===== config.mk =====
export PLATFORM = sky130hd
export DESIGN_NAME = uart_rx
export DESIGN_NICKNAME = d
export VERILOG_FILES = /design/src/rtl/uart_rx.sv
export SDC_FILE = /design/constraint.sdc
export NUM_CORES = 1
export LEC_CHECK = 0
export CAP_MARGIN = 20
export CORE_MARGIN = 5
export CORE_UTILIZATION = 49
export DETAILED_ROUTE_END_ITERATION = 7
export PLACE_DENSITY = 0.66
export SLEW_MARGIN = 0
export SYNTH_ARGS = -nofsm -noshare
export SYNTH_HDL_FRONTEND = slang
export SYNTH_SLANG_ARGS = --single-unit

===== constraint.sdc =====
create_clock -name clk -period 2.54 [get_ports clk]
set_clock_uncertainty 0.05 [all_clocks]
set_input_delay 0.381 -clock clk [delete_from_list [all_inputs] [get_ports clk]]
set_output_delay 0.381 -clock clk [all_outputs]
set_load 0.05 [all_outputs]

===== src/rtl/uart_rx.sv =====
// 8N1 UART receiver: 2-flop synchronized line, mid-bit sampling FSM and a
// one-entry valid/ready output buffer with frame-error and overrun pulses.
module uart_rx #(
    parameter int unsigned F    = 50000000,
    parameter int unsigned BAUD = 115200,
    parameter int unsigned N    = 8
) (
    input  logic         clk,
    input  logic         rst,
    input  logic         rx,
    output logic [N-1:0] data,
    output logic         valid,
    input  logic         ready,
    output logic         frame_err,
    output logic         overrun
);

    localparam int unsigned DIV = F / BAUD;
    localparam int unsigned CW  = (DIV > 1) ? $clog2(DIV) : 1;
    localparam int unsigned IW  = (N > 1) ? $clog2(N) : 1;

    localparam logic [CW-1:0] HALF_M1  = CW'(DIV / 2 - 1);
    localparam logic [CW-1:0] FULL_M1  = CW'(DIV - 1);
    localparam logic [IW-1:0] IDX_LAST = IW'(N - 1);

    typedef enum logic [2:0] {
        S_IDLE,
        S_START,
        S_DATA,
        S_STOP,
        S_BREAK
    } state_t;

    state_t          state_q;
    logic [CW-1:0]   cnt_q;
    logic [IW-1:0]   idx_q;
    logic [N-1:0]    shift_q;
    logic            sync1_q;
    logic            sync2_q;
    logic            deliver_q;
    logic [N-1:0]    data_q;
    logic            valid_q;
    logic            frame_err_q;
    logic            overrun_q;

    logic rxs;
    assign rxs = sync2_q;

    // NOTE: every register here is updated with <= so all reads in this block
    // see the pre-edge values, exactly as the flops behave in hardware.
    always_ff @(posedge clk or negedge rst) begin
        if (!rst) begin
            state_q     <= S_IDLE;
            cnt_q       <= '0;
            idx_q       <= '0;
            shift_q     <= '0;
            sync1_q     <= 1'b1;
            sync2_q     <= 1'b1;
            deliver_q   <= 1'b0;
            data_q      <= '0;
            valid_q     <= 1'b0;
            frame_err_q <= 1'b0;
            overrun_q   <= 1'b0;
        end else begin
            sync1_q     <= rx;
            sync2_q     <= sync1_q;
            frame_err_q <= 1'b0;
            overrun_q   <= 1'b0;
            deliver_q   <= 1'b0;

            if (valid_q && ready) begin
                valid_q <= 1'b0;
            end

            // A pending byte reloads the buffer if it is empty or being drained
            // this very cycle; otherwise it is dropped and flagged.
            if (deliver_q) begin
                if (!valid_q || ready) begin
                    data_q  <= shift_q;
                    valid_q <= 1'b1;
                end else begin
                    overrun_q <= 1'b1;
                end
            end

            case (state_q)
                S_IDLE: begin
                    if (!rxs) begin
                        state_q <= S_START;
                        cnt_q   <= '0;
                    end
                end
                S_START: begin
                    if (cnt_q == HALF_M1) begin
                        cnt_q <= '0;
                        if (rxs) begin
                            state_q <= S_IDLE;
                        end else begin
                            state_q <= S_DATA;
                            idx_q   <= '0;
                        end
                    end else begin
                        cnt_q <= cnt_q + CW'(1);
                    end
                end
                S_DATA: begin
                    if (cnt_q == FULL_M1) begin
                        cnt_q          <= '0;
                        shift_q[idx_q] <= rxs;
                        if (idx_q == IDX_LAST) begin
                            state_q <= S_STOP;
                        end else begin
                            idx_q <= idx_q + IW'(1);
                        end
                    end else begin
                        cnt_q <= cnt_q + CW'(1);
                    end
                end
                S_STOP: begin
                    if (cnt_q == FULL_M1) begin
                        cnt_q <= '0;
                        if (rxs) begin
                            deliver_q <= 1'b1;
                            state_q   <= S_IDLE;
                        end else begin
                            frame_err_q <= 1'b1;
                            state_q     <= S_BREAK;
                        end
                    end else begin
                        cnt_q <= cnt_q + CW'(1);
                    end
                end
                S_BREAK: begin
                    // Held-low line: stay here until it returns high so a
                    // break reports a single frame error.
                    if (rxs) begin
                        state_q <= S_IDLE;
                        cnt_q   <= '0;
                    end
                end
                default: begin
                    state_q <= S_IDLE;
                    cnt_q   <= '0;
                end
            endcase
        end
    end

    assign data      = data_q;
    assign valid     = valid_q;
    assign frame_err = frame_err_q;
    assign overrun   = overrun_q;

endmodule


==> flow_metrics.env, run 1 <==
export IMPL_post_cts_buffers=0
export IMPL_swShare_pct=20.7
export IMPL_fmax_mhz=508
export IMPL_clkTransAtPathRegs_ns=0.11
export IMPL_synth_top_area_share_pct=49.3
export IMPL_drtPass1Iterations=4
export IMPL_synth_top_cells_by_area="dfrtp_1 49%, mux2_2 11%, nand2_1 4.9%, ha_1 3.5%, dfstp_2 3.0%"
export IMPL_maxCapViolCount=0
export IMPL_vias=1295
export IMPL_clockRootBuffer="clkbuf_4"
export IMPL_grt_overflow_total=0
export IMPL_antenna_found_initial=0
export IMPL_hold_violations=0
export IMPL_pwr_share_clk_pct=39.0
export IMPL_regArea_um2=928
export IMPL_layout_commonest_cell="dfrtp_1"
export IMPL_critPathRequiredTime_ns=2.76
export IMPL_holdBufCountCts=0
export IMPL_std_cell_rows=21
export IMPL_yosys_warnings=0
export IMPL_cp_num_buf_inv=1
export IMPL_grt_usage_pct=14.6
export IMPL_placed_area_mm2=0.00196
export IMPL_crit_chain="or3b_1, a21oi_1, nor2_1, buf_4, o211ai_1"
export IMPL_syn_to_final_growth_pct=14.5
export IMPL_worst_slew_pin_slew_ns=0.797
export IMPL_pwr_density_cell_mw_per_mm2=494
export IMPL_grt_max_degree=38
export IMPL_r2r_slack_ns=0.57
export IMPL_ys_ff_latch=37
export IMPL_synth_largest_area_cell="dfrtp_1"
export IMPL_cts_buffers=5
export IMPL_placement_io_buffers=14
export IMPL_endpoint_kind="flip-flop"
export IMPL_nets=191
export IMPL_routedWlPerCell_um=14.4
export IMPL_synth_flop_cell="dfrtp_1"
export IMPL_core_mm2=0.00342
export IMPL_syn_nets=173
export IMPL_clockBufferDepth=2
export IMPL_cp_slowest_cell="dfrtp_1"
export IMPL_drive_gt1_share_pct=18.1
export IMPL_grt_pass1_vias=1232
export IMPL_cp_start_kind="flip-flop"
export IMPL_fin_setup_tns_ns=0
export IMPL_setup_worst_path_class="flip-flop to flip-flop"
export IMPL_final_cell_mix="35 x dfrtp_1, 23 x nand2_1, 17 x mux2_2, 13 x clkdlybuf4s50_1, 9 x o21ai_0"
export IMPL_route_detailed_drc=0
export IMPL_gp_congestion=0.817
export IMPL_syn_area_mm2=0.00178
export IMPL_drt_iter0_drc=117
export IMPL_ios=15
export IMPL_p_seq_share_pct=59.2
export IMPL_routed_wl_mm=3.29
export IMPL_min_path_type="primary input to async pin"
export IMPL_p_leak_nw=0.925
export IMPL_fp_dieW_um=70.2
export IMPL_dp_hpwl_mm=2.36
export IMPL_p_int_w=0.000797
export IMPL_syn_area_per_cell_um2=10.8
export IMPL_htreeDepth=2
export IMPL_max_slew_margin_pct=46.9
export IMPL_tritoncts="done"
export IMPL_fillers=294
export IMPL_grt_pass1_wl_mm=5.73
export IMPL_syn_inst=164
export IMPL_critPathMaxStageDelay_ns=0.47
export IMPL_start_util_pct=52.1
export IMPL_cts_resized=0
export IMPL_finalInstanceArea_mm2=0.00204
export IMPL_outcome="finished clean"
export IMPL_multiInputGateArea_um2=801
export IMPL_min_period_over_period_pct=77.5
export IMPL_synth_edf_count=0
export IMPL_slew_violations=0
export IMPL_clock_latency_ns=0.35
export IMPL_async_flop_share_pct=100
export IMPL_dieArea_mm2=0.00493
export IMPL_ys_seq_area_share_pct=52.2
export IMPL_setup_viol=0
export IMPL_synth_cell_type_count=40
export IMPL_numClockSinks=37
export IMPL_worstPathArrival_ns=2.19
export IMPL_max_vdd_ir_drop_v=0.000258
export IMPL_fin_crit_ns=1.97
export IMPL_diodes=0
export IMPL_fp_dieH_um=70.2
export IMPL_power_switching_w=0.000208
export IMPL_combPwrFrac_pct=1.8
export IMPL_crit_path_max_fanout=7
export IMPL_antenna_violating_nets_post_route=0
export IMPL_path_delay_family="compound AO/OA/AOI/OAI gates"
export IMPL_post_drt_via_cell_ratio=5.68
export IMPL_rsz0062_at_grt="false"
metrics by stage:
| stage | power, W | util [%] | std cells | setup slack [ns] | hold WS (ns) |
|---|---|---|---|---|---|
| 5_1_grt | 0.00104 | 59.6 | 228 | 0.432 | 0.121 |
| 3_3_place_gp | 0.000625 | 57.5 | 221 | 0.625 | 0.300 |
| 3_5_place_dp | 0.000625 | 57.5 | 221 | 0.626 | 0.305 |
| 6_report | 0.00101 | 59.6 | 228 | 0.570 | 0.0495 |
| 4_1_cts | 0.00102 | 59.6 | 228 | 0.561 | 0.0728 |
| 2_1_floorplan | 0.000609 | - | 164 | 0.762 | 0.0354 |
worst reg2reg max path, cell delays in order, from the launching register on:
cell,delay [ns]
dfrtp_1,0.47
or3b_1,0.46
a21oi_1,0.42
nor2_1,0.13
buf_4,0.19
o211ai_1,0.17
synthesized netlist by cell type (4+ instances only):
| cell | instances |
|---|---|
| dfrtp_1 | 35 |
| mux2_2 | 17 |
| inv_1 | 7 |
| nand2_1 | 23 |
| ha_1 | 5 |
| nor3_1 | 4 |
| nor2_1 | 7 |
| nor3b_1 | 4 |
| o211ai_1 | 5 |
| o21ai_0 | 9 |
| nand3_1 | 4 |
area by class of cell:
cell class | count | area share [%]
repair buffers | 16 | 7.38
inverters | 7 | 1.29
clock inverters | 2 | 1.72
clock buffers | 5 | 1.84
multi-input cells | 115 | 39.3
well taps | 46 | 2.83
flip-flops and latches | 37 | 45.6
metal layers:
layer	wire length [um]	global-route usage (%)	share of wire (%)
met1	1480	18.5	45
met2	1540	21.7	47
met3	215	5.02	6.5
met4	65	7.87	2.0
met5	0	0	0
cell families (layout without fill, tap and decap cells):
kind of cell,Yosys count,count (layout),synth area share (%)
simple gates,62,62,18.7
flops,37,37,52.2
compound gates,30,30,11.5
mux,17,17,10.8
buf+inv,12,30,2.74
fa+ha+maj,5,5,3.52
xor+xnor,1,1,0.493
sequential cells by signal, summed over array words and instances (netlist names), 3 cells and up:
register,count
cnt_q,9
data,8
shift_q,8
state_q,3
idx_q,3
path summary, 6_finish.rpt:
kind / from / to / cells past startpoint
setup reg to reg: state_q[2] / cnt_q[3] / 5
setup / recovery: state_q[2] / cnt_q[3] / 5
hold / removal: rst / cnt_q[7] / 1
min in group clk: sync1_q / rxs / 0
max in group asynchronous: rst / cnt_q[3] / 1
hold reg to reg: sync1_q / rxs / 0
power by group through the flow:
| stage | logic [W] | registers [W] | clock network (W) |
|---|---|---|---|
| final | 0.0000179 | 0.000595 | 0.000392 |
| after global routing | 0.0000214 | 0.000596 | 0.000425 |
| after CTS | 0.0000190 | 0.000595 | 0.000407 |
| after detailed placement | 0.0000189 | 0.000607 | 0 |
| after global placement | 0.0000186 | 0.000606 | 0 |
| after floorplan | 0.00000472 | 0.000604 | 0 |
Power figures use the tool's default switching activity.
==> run 2, diff against run 1 <==
Settings changed: PLACE_DENSITY 0.66 to 0.69.
Clock period 2.54 ns to 1.6 ns, I/O delays scaled along.
==> run 2 against run 1 <==
The flow now finishes with violations (negative setup slack). Non-clock buffer count increased by 33. Final cell count is 15% higher. Sequential power grew 58%. Clock power up 65%. Clock-buffer cell count is the same. Worst hold slack improved by 0.19 ns. Cell area is 19% higher. Die area unchanged. Utilization is 12 points higher. Largest cell class is now multi-input gates.
==> flow_metrics.env, run 2 (synthesis gave the netlist of run 1 again) <==
export IMPL_p_leak_nw=1.15
export IMPL_antenna_found_initial=0
export IMPL_drt_iter0_drc=42
export IMPL_setup_worst_path_class="flip-flop to flip-flop"
export IMPL_routed_wl_mm=4.16
export IMPL_min_path_type="primary input to async pin"
export IMPL_grt_usage_pct=18.0
export IMPL_grt_pass1_vias=1546
export IMPL_setup_viol=21
export IMPL_cp_start_kind="flip-flop"
export IMPL_grt_overflow_total=0
export IMPL_htreeDepth=2
export IMPL_antenna_violating_nets_post_route=0
export IMPL_cts_buffers=5
export IMPL_max_vdd_ir_drop_v=0.000437
export IMPL_crit_path_max_fanout=5
export IMPL_holdBufCountCts=0
export IMPL_clock_latency_ns=0.34
export IMPL_pwr_density_cell_mw_per_mm2=670
export IMPL_core_mm2=0.00342
export IMPL_largest_register_ffs=9
export IMPL_worstPathArrival_ns=2.00
export IMPL_fillers=242
export IMPL_slew_violations=0
export IMPL_critPathRequiredTime_ns=1.79
export IMPL_drive_gt1_share_pct=45.4
export IMPL_vias=1480
export IMPL_max_slew_margin_pct=69.3
export IMPL_grt_pass1_wl_mm=7.08
export IMPL_rsz0062_at_grt="true"
export IMPL_regMostFlops="cnt_q"
export IMPL_clockRootBuffer="clkbuf_4"
export IMPL_nets=224
export IMPL_maxCapViolCount=0
export IMPL_fin_crit_ns=1.81
export IMPL_outcome="finished with violations"
export IMPL_numClockSinks=37
export IMPL_final_instance_count_excl_fill=262
export IMPL_routedWlPerCell_um=15.9
export IMPL_worst_slew_pin_slew_ns=0.460
export IMPL_drtPass1Iterations=4
export IMPL_syn_to_final_growth_pct=36.8
export IMPL_fmax_mhz=552
export IMPL_fin_ws_ns=-0.213
export IMPL_fp_dieW_um=70.2
export IMPL_dp_hpwl_mm=2.96
export IMPL_placement_io_buffers=14
export IMPL_layout_commonest_cell="buf_4"
export IMPL_final_cell_mix="43 x buf_4, 35 x dfrtp_1, 22 x nand2_1, 11 x mux2_2"
export IMPL_clockBufferDepth=2
export IMPL_std_cell_rows=21
export IMPL_diodes=0
export IMPL_route_detailed_drc=0
export IMPL_holdWs_ns=0.243
export IMPL_grt_max_degree=38
export IMPL_min_period_over_period_pct=113
export IMPL_violations="negative setup slack"
export IMPL_hold_violations=0
export IMPL_tritoncts="done"
export IMPL_preCtsSetupSlack_ns=-0.228
export IMPL_gp_congestion=0.827
export IMPL_post_drt_via_cell_ratio=5.65
export IMPL_clkTransAtPathRegs_ns=0.11
export IMPL_dieArea_mm2=0.00493
export IMPL_ios=15
export IMPL_start_util_pct=52.1
export IMPL_fp_dieH_um=70.2
export IMPL_place_inst=250
export IMPL_endpoint_kind="flip-flop"
==> run 2: cell count changes in the layout (fill, tap and decap cells not counted), moves of 2 or more <==
cell / before / now
nor3b_1: 4 / 1
a21oi_1: 3 / 1
buf_6: 0 / 2
a21oi_4: 0 / 2
mux2_4: 0 / 6
buf_4: 2 / 43
mux2_2: 17 / 11
clkdlybuf4s50_1: 13 / 3
nor3b_2: 0 / 3
ha_1: 5 / 3
o21ai_0: 9 / 6
o21ai_2: 0 / 2
==> run 2: timing repair <==
| action | CTS | global route |
|---|---|---|
| gates resized for setup | 14 | 17 |
| setup buffers | 4 | 0 |
| pin swaps | 9 | 14 |
| endpoints found under the setup margin | 22 | 24 |
==> run 2: final timing paths <==
| check | start | depth (start not counted) | slack, ns | to |
|---|---|---|---|---|
| max | cnt_q[1] | 6 | -0.21 | shift_q[1] |
| min | rst | 2 | 0.24 | cnt_q[7] |
| max reg2reg | cnt_q[1] | 6 | -0.21 | shift_q[1] |
| min reg2reg | sync1_q | 0 | 0.32 | rxs |
| max in group asynchronous | rst | 2 | 0.89 | sync1_q |
| min in group clk | rx | 1 | 0.24 | sync1_q |
==> run 2: cell type report <==
class | instances | area, um^2 | share of cell area, %
Inverter | 7 | 26.3 | 1.08
Tap cell | 46 | 57.6 | 2.37
Clock buffer | 5 | 37.5 | 1.54
Multi-Input combinational cell | 115 | 941 | 38.7
Clock inverter | 3 | 46.3 | 1.90
Timing Repair Buffer | 49 | 395 | 16.3
Sequential cell | 37 | 928 | 38.2
==> run 2: per-stage QoR <==
step | power (W) | setup TNS [ns] | utilization (%) | area [um^2]
after CTS | 0.00164 | -3.45 | 69.2 | 2360
after global placement | 0.000997 | -1.64 | 64.2 | 2190
final | 0.00163 | -3.64 | 71.2 | 2430
after floorplan | 0.000967 | -0.874 | - | 1800
after global routing | 0.00169 | -5.51 | 71.2 | 2430
after detailed placement | 0.000998 | -2.27 | 64.2 | 2190
==> run 2: routing by layer <==
layer	global-route usage, %	wire length, um	vias to the layer above	share of wire [%]
met1	20.2	1670	719	40
met5	0	0	-	0
met3	4.16	240	15	5.8
li1	-	-	696	-
met2	31.5	2150	50	52
met4	9.57	103	0	2.5
==> run 2: power breakdown <==
part	internal (W)	leakage (nW)	switching, W
sequential	0.000939	0.495	0.00000141
combinational	0.0000136	0.610	0.0000260
clock	0.000331	0.0414	0.000318
==> run 2: critical path, cell delays in order (launching register included) <==
cell and delay (ns):
dfrtp_1 0.41, inv_2 0.08, ha_4 0.11, and4bb_2 0.25, nand4_1 0.21, nor3_1 0.25, mux2_2 0.35
